`src/rtl/cpu_pkg.sv`:
```
// Shared ISA definitions for the 24-bit single-issue CPU: opcode map,
// ALU operation classes and the main-decoder control word layout.
package cpu_pkg;

    localparam logic [3:0] OP_RTYPE     = 4'b0000;
    localparam logic [3:0] OP_RTYPE_ALT = 4'b0110;
    localparam logic [3:0] OP_ADDI      = 4'b0001;
    localparam logic [3:0] OP_LOAD      = 4'b0010;
    localparam logic [3:0] OP_STORE     = 4'b0011;
    localparam logic [3:0] OP_BEQ       = 4'b0100;

    localparam logic [1:0] ALUOP_ADD    = 2'b00;
    localparam logic [1:0] ALUOP_SUB    = 2'b01;
    localparam logic [1:0] ALUOP_FUNCT  = 2'b10;

    // Field order matches the decode map: RegDst first, Illegal last.
    typedef struct packed {
        logic       regDst;
        logic       aluSrc;
        logic       memToReg;
        logic       regWrite;
        logic       memRead;
        logic       memWrite;
        logic [1:0] aluOp;
        logic       branch;
        logic       illegal;
    } ctrl_word_t;

endpackage

```
`src/rtl/control_decode.sv`:
```
// Combinational opcode-to-control-word decoder. Unmapped opcodes (and any
// unknown value) fall into the default branch and become a flagged NOP.
module control_decode
    import cpu_pkg::*;
(
    input  logic [3:0] opCode,
    output ctrl_word_t ctrlWord
);

    // Decode the opcode; every field starts at 0 so don't-cares are never X.
    always_comb begin
        ctrlWord = '0;
        case (opCode)
            OP_RTYPE, OP_RTYPE_ALT: begin
                ctrlWord.regDst   = 1'b1;
                ctrlWord.regWrite = 1'b1;
                ctrlWord.aluOp    = ALUOP_FUNCT;
            end
            OP_ADDI: begin
                ctrlWord.aluSrc   = 1'b1;
                ctrlWord.regWrite = 1'b1;
                ctrlWord.aluOp    = ALUOP_ADD;
            end
            OP_LOAD: begin
                ctrlWord.aluSrc   = 1'b1;
                ctrlWord.memToReg = 1'b1;
                ctrlWord.regWrite = 1'b1;
                ctrlWord.memRead  = 1'b1;
                ctrlWord.aluOp    = ALUOP_ADD;
            end
            OP_STORE: begin
                ctrlWord.aluSrc   = 1'b1;
                ctrlWord.memWrite = 1'b1;
                ctrlWord.aluOp    = ALUOP_ADD;
            end
            OP_BEQ: begin
                ctrlWord.aluOp    = ALUOP_SUB;
                ctrlWord.branch   = 1'b1;
            end
            default: begin
                ctrlWord.illegal  = 1'b1;
            end
        endcase
    end

endmodule

```
`src/rtl/control_unit.sv`:
```
// Main decoder of the CPU. Decodes OPcode and registers the control word so
// it lines up with the following stage (one cycle latency).
module control_unit
    import cpu_pkg::*;
(
    input  logic       clk,
    input  logic       reset,
    input  logic [3:0] OPcode,
    output logic       RegDst,
    output logic       ALUsrc,
    output logic       MemToReg,
    output logic       RegWrite,
    output logic       MemRead,
    output logic       MemWrite,
    output logic [1:0] ALUop,
    output logic       Branch,
    output logic       Illegal
);

    ctrl_word_t decodedWord;
    ctrl_word_t ctrlReg;

    control_decode uDecode (
        .opCode   (OPcode),
        .ctrlWord (decodedWord)
    );

    // Register the decoded word; synchronous reset clears it to all zeros.
    always_ff @(posedge clk) begin
        if (reset) begin
            ctrlReg <= '0;
        end else begin
            ctrlReg <= decodedWord;
        end
    end

    assign RegDst   = ctrlReg.regDst;
    assign ALUsrc   = ctrlReg.aluSrc;
    assign MemToReg = ctrlReg.memToReg;
    assign RegWrite = ctrlReg.regWrite;
    assign MemRead  = ctrlReg.memRead;
    assign MemWrite = ctrlReg.memWrite;
    assign ALUop    = ctrlReg.aluOp;
    assign Branch   = ctrlReg.branch;
    assign Illegal  = ctrlReg.illegal;

endmodule

```
`config.mk`:
```
export PLATFORM = sky130hd
export DESIGN_NAME = control_unit
export DESIGN_NICKNAME = d
export VERILOG_FILES = /design/src/rtl/cpu_pkg.sv /design/src/rtl/control_decode.sv /design/src/rtl/control_unit.sv
export SDC_FILE = /design/constraint.sdc
export NUM_CORES = 1
export LEC_CHECK = 0
export ABC_AREA = 1
export BUFFER_PORTS_ARGS = -buffer_cell sky130_fd_sc_hd__buf_2
export CELL_PAD_IN_SITES_DETAIL_PLACEMENT = 0
export CELL_PAD_IN_SITES_GLOBAL_PLACEMENT = 1
export CORE_AREA = 3 3 40 42
export DETAILED_ROUTE_END_ITERATION = 8
export DIE_AREA = 0 0 43 45
export PLACE_DENSITY_LB_ADDON = 0.3
export SLEW_MARGIN = 20
export SYNTH_ARGS = -nofsm -noshare
export SYNTH_HDL_FRONTEND = slang
export SYNTH_SLANG_ARGS = --single-unit
```
`constraint.sdc`:
```
create_clock -name clk -period 0.9 [get_ports clk]
set_input_delay 0.09 -clock clk [delete_from_list [all_inputs] [get_ports clk]]
set_output_delay 0.09 -clock clk [all_outputs]
set_load 0.01 [all_outputs]
```
==> metrics, run 1 <==
Critical-path top delay cell dfxtp_1; Post-Synth Simple-Gate Area 27.1%; XOR/XNOR Fraction of Synth Area 0%; critical-path maximum fanout 2; crit start category flip-flop; core area 1280 um^2; WL final 457 um; setup violators final 0; area share of the largest cell type after synthesis 54.1%; number of I/O port buffers 15; clock slew at reported path FFs 0.05 ns; Post-CTS Hold Fix Bufs 0; CP required 0.81 ns; Detailed Place HPWL 395 um; diode count 0; top post-synthesis cells by area dfxtp_1, buf_4, nand2_1; Yosys warning total 0; static leakage 0.190 nW; period utilisation layout 85.5%; CTS max path bufs 2; CTS tree done; Rows 13; max frequency 1300 MHz; drt first pass iters 1; post-synthesis adder-cell area fraction 0%; die area 1940 um^2; Overall Global Routing Usage 5.18%; Slew Limit Fails 0; final hold vios 0; number of global-route vias before repair 192; post-route cell area 357 um^2; Tmin final 0.770 ns; relative slew slack 90.1%; dpl cells 58; Synth top cells by count dfxtp_1, nand2_1, nor2_1; postcts setup bufs 0; Mean Syn Cell Area 8.35 um^2; grt total ovfl 0; power density over cell area 1840 nW/um^2; synthesis-stage register bit count 7; RePlAce Congestion 0.754; CP Cell Sequence buf_2; DR vias 217; Worst Hold Class in -> reg; Yosys top cell by area dfxtp_1; Netlist Area Pre-Place 259 um^2; proportion of synthesized area in mux cells 0%; Setup TNS 0 ns; violation count after the first detailed-routing iteration 0; Post-synth EDFFs 0; CP Class reg -> out; Cells after Synth 31; register area share after synthesis 54.1%; first-pass GRT wire length 662 um; CP delay by family, top flip-flops; WL/cell 7.37 um; Num CTS Buffers 3; post-cts resize count 0; antenna-violating nets left 0; Crit. End Element output pin; Starting Density 20.2%; largest family of logic cells by synthesized area simple AND/OR/NAND/NOR gates; max-cap viol count 0; Bufs and invs on worst path 1; via/cell ratio 3.50; status completed; RSZ-0062 raised after global routing false; clock net sink count 7; Synth Area in Compound Gates 5.80%; actual slew at the worst max-slew pin 0.147 ns; I/O Pins 16; main flop type after synthesis dfxtp_1; Post-route DRC 0; CTS H-Tree Depth 1; async set-or-reset flop fraction in the synthesized netlist 0%; nets@finish 54; initial antenna violation count 0; Syn Nets 37; DP Area 330 um^2; die width 43 um; fraction of layout cells with a size suffix above 1 48.9%; area delta synth->final 37.7%; max incr delay on CP 0.31 ns; worst path arrival time 0.68 ns; post-route insts no fill 62; largest net degree at the start of global routing 6; Yosys cell types 10; Die Ht 45 um; Peak VDD IR 324 uV; most common cell in the netlist dfxtp_1; root buffer cell clkbuf_4
==> sequential cells by signal (all words and copies together), names as in the netlist <==
signal / count
ALUop: 2
MemRead: 1
MemWrite: 1
ALUsrc: 1
Illegal: 1
RegWrite: 1
==> per-layer routing <==
metal | vias to the layer above | track usage, % | routed length [um]
met5 | - | 0 | 0
met4 | 0 | 10.8 | 0
met3 | 0 | 0 | 55
met2 | 12 | 5.39 | 195
met1 | 83 | 6.31 | 206
li1 | 122 | - | -
==> final timing paths <==
path / from / end / slack [ns] / cells past startpoint
hold / removal: reset / RegWrite / 0.05 / 2
setup / recovery: MemRead / MemToReg / 0.13 / 1
==> metrics by stage <==
| stage | total power [W] | utilization, % | setup slack (ns) | hold WS [ns] |
|---|---|---|---|---|
| detailed placement | 0.000396 | 25.7 | 0.214 | 0.299 |
| floorplan | 0.000365 | - | 0.325 | 0.159 |
| CTS | 0.000676 | 27.8 | 0.111 | 0.0367 |
| finish | 0.000658 | 27.8 | 0.130 | 0.0480 |
| global placement | 0.000397 | 25.7 | 0.205 | 0.301 |
| global route | 0.000696 | 27.8 | 0.0880 | 0.0459 |
==> report_power, final <==
| part | internal, W | switching [W] | total (W) |
|---|---|---|---|
| Sequential | 0.000321 | 0.00000244 | 0.000324 |
| Clock | 0.000168 | 0.000101 | 0.000269 |
| Combinational | 0.0000263 | 0.0000387 | 0.0000651 |
==> final cells by class <==
cell class,instances,area (um^2)
Tap cell,15,18.8
Multi-Input combinational cell,18,85.1
Inverter,3,11.3
Timing Repair Buffer,15,75.1
Clock buffer,4,26.3
Sequential cell,7,140
Fill cell,148,928
==> layout by cell type (no fill, tap or decap) <==
cell type,n
buf_2,15
dfxtp_1,7
nand2_1,6
nor2_1,5
nor2_2,3
clkbuf_4,3
inv_1,2
a21oi_1,2
o21ai_0,1
inv_2,1
nor3_2,1
clkbuf_1,1
==> cells by family (layout without fill, tap and decap cells) <==
kind of cell / after synthesis / in the layout
and+or+nand+nor: 15 / 15
buffers and inverters: 6 / 22
AOI/OAI and AO/OA: 3 / 3
DFF: 7 / 7
(Power assumes the default switching activity.)
==> run 2: changes to the inputs <==
Settings changed: BUFFER_PORTS_ARGS -buffer_cell sky130_fd_sc_hd__buf_2 to unset, DONT_BUFFER_PORTS set to 1.
==> metrics, run 2 (synthesized netlist as in run 1, its figures left out) <==
status completed (unchanged); drt first pass iters 1 (unchanged); static leakage 0.147 nW (was 0.190 nW); final worst slack 0.142 ns (was 0.130 ns); Overall Global Routing Usage 5.50% (was 5.18%); period utilisation layout 84.2% (was 85.5%); die width 43 um (unchanged); antenna-violating nets left 0 (unchanged); postcts setup bufs 0 (unchanged); WL final 470 um (was 457 um); DR vias 181 (was 217); Tmin final 0.758 ns (was 0.770 ns); CTS max path bufs 2 (unchanged); number of I/O port buffers 0 (was 15); clock net sink count 7 (unchanged); max frequency 1320 MHz (was 1300 MHz); Crit. End Element output pin (unchanged); post-route cell area 317 um^2 (was 357 um^2); initial antenna violation count 0 (unchanged); Post-route DRC 0 (unchanged); relative slew slack 86.1% (was 90.1%); Slew Limit Fails 0 (unchanged); Die Ht 45 um (unchanged); Worst path depth 0 (was 1); root buffer cell clkbuf_4 (unchanged); die area 1940 um^2 (unchanged); actual slew at the worst max-slew pin 0.209 ns (was 0.147 ns); CTS tree done (unchanged); Setup TNS 0 ns (unchanged); fill count 144 (was 148); Rows 13 (unchanged); number of flip-flops in the largest register 2 (unchanged); area delta synth->final 22.2% (was 37.7%); Starting Density 20.2% (unchanged); Place WS 0.337 ns (was 0.214 ns); crit start category flip-flop (unchanged); clock slew at reported path FFs 0.05 ns (about the same); power density over cell area 2050 nW/um^2 (was 1840 nW/um^2); violation count after the first detailed-routing iteration 0 (unchanged); DP Area 255 um^2 (was 330 um^2); number of global-route vias before repair 187 (was 192); Worst setup endpoint RegDst (was MemToReg); CP Class reg -> out (unchanged); critical-path maximum fanout 2 (unchanged); commonest non-fill, non-tap cell in the layout dfxtp_1 (was buf_2); Detailed Place HPWL 387 um (was 395 um); Peak VDD IR 260 uV (was 324 uV); CP required 0.81 ns (about the same); Min Hold Slack 0.0104 ns (was 0.0480 ns); worst path arrival time 0.67 ns (was 0.68 ns); nets@finish 42 (was 54); power after layout 0.000649 W (was 0.000658 W); largest net degree at the start of global routing 5 (was 6); most frequent cells in the layout dfxtp_1, nand2_1, nor2_1 (was buf_2, dfxtp_1, nand2_1); RSZ-0062 raised after global routing false (unchanged); diode count 0 (unchanged); via/cell ratio 3.62 (was 3.50); fraction of layout cells with a size suffix above 1 22.9% (was 48.9%); core area 1280 um^2 (unchanged); Worst Hold Class in -> reg (unchanged); max-cap viol count 0 (unchanged); CTS H-Tree Depth 1 (unchanged); final hold vios 0 (unchanged); Num CTS Buffers 3 (unchanged); first-pass GRT wire length 655 um (was 662 um); hold path cells 3 (was 2); RePlAce Congestion 0.727 (was 0.754); grt total ovfl 0 (unchanged); I/O Pins 16 (unchanged); WL/cell 9.40 um (was 7.37 um); setup violators final 0 (unchanged); crit path launch ALUop[1] (was MemRead)
## run 2: changes by cell type in the layout (fill, tap and decap cells not counted)
cell,before,now
buf_2,15,0
dlygate4sd3_1,0,1
dlymetal6s4s_1,0,2
## run 2: worst min-delay path by stage
stage                   start       end  slack, ns
global route        OPcode[3]  ALUop[0]       0.02
detailed placement      reset  ALUop[1]       0.16
global placement    OPcode[0]   MemRead       0.17
CTS                 OPcode[3]  ALUop[0]      0.002
finish              OPcode[3]  ALUop[0]       0.01
floorplan               reset  ALUop[1]       0.16
## run 2: cell type report
type / instances / area (um^2) / area share (%)
Sequential cell: 7 / 140 / 44.3
Multi-Input combinational cell: 18 / 85.1 / 26.9
Tap cell: 15 / 18.8 / 5.93
Inverter: 3 / 11.3 / 3.56
Clock buffer: 4 / 26.3 / 8.30
Timing Repair Buffer: 3 / 35.0 / 11.1
## run 2: per-layer routing
metal  wire length, um  GRT usage, %  share of wire, %  vias up
li1                  -             -                 -       98
met5                 0             0                 0        -
met4                 0          10.8                 0        0
met3                69          2.39                15        0
met2               199          5.69                42        9
met1               201          5.57                43       74
## run 2: timing repair
item / CTS / global route
hold endpoints to repair: 6 / 0
setup endpoints to repair: 0 / 2
resized for setup: 0 / 2
hold buffers: 3 / 0
## run 2: through the flow
step	instances	utilization (%)
2_1_floorplan	31	-
3_3_place_gp	43	19.9
3_5_place_dp	43	19.9
4_1_cts	50	24.2
5_1_grt	50	24.6
6_report	50	24.6
## run 2: power by group
group	total [W]	internal, W	leakage (nW)	switching, W
Sequential	0.000332	0.000322	0.0572	0.0000109
Clock	0.000273	0.000168	0.0150	0.000104
Combinational	0.0000439	0.0000204	0.0750	0.0000235
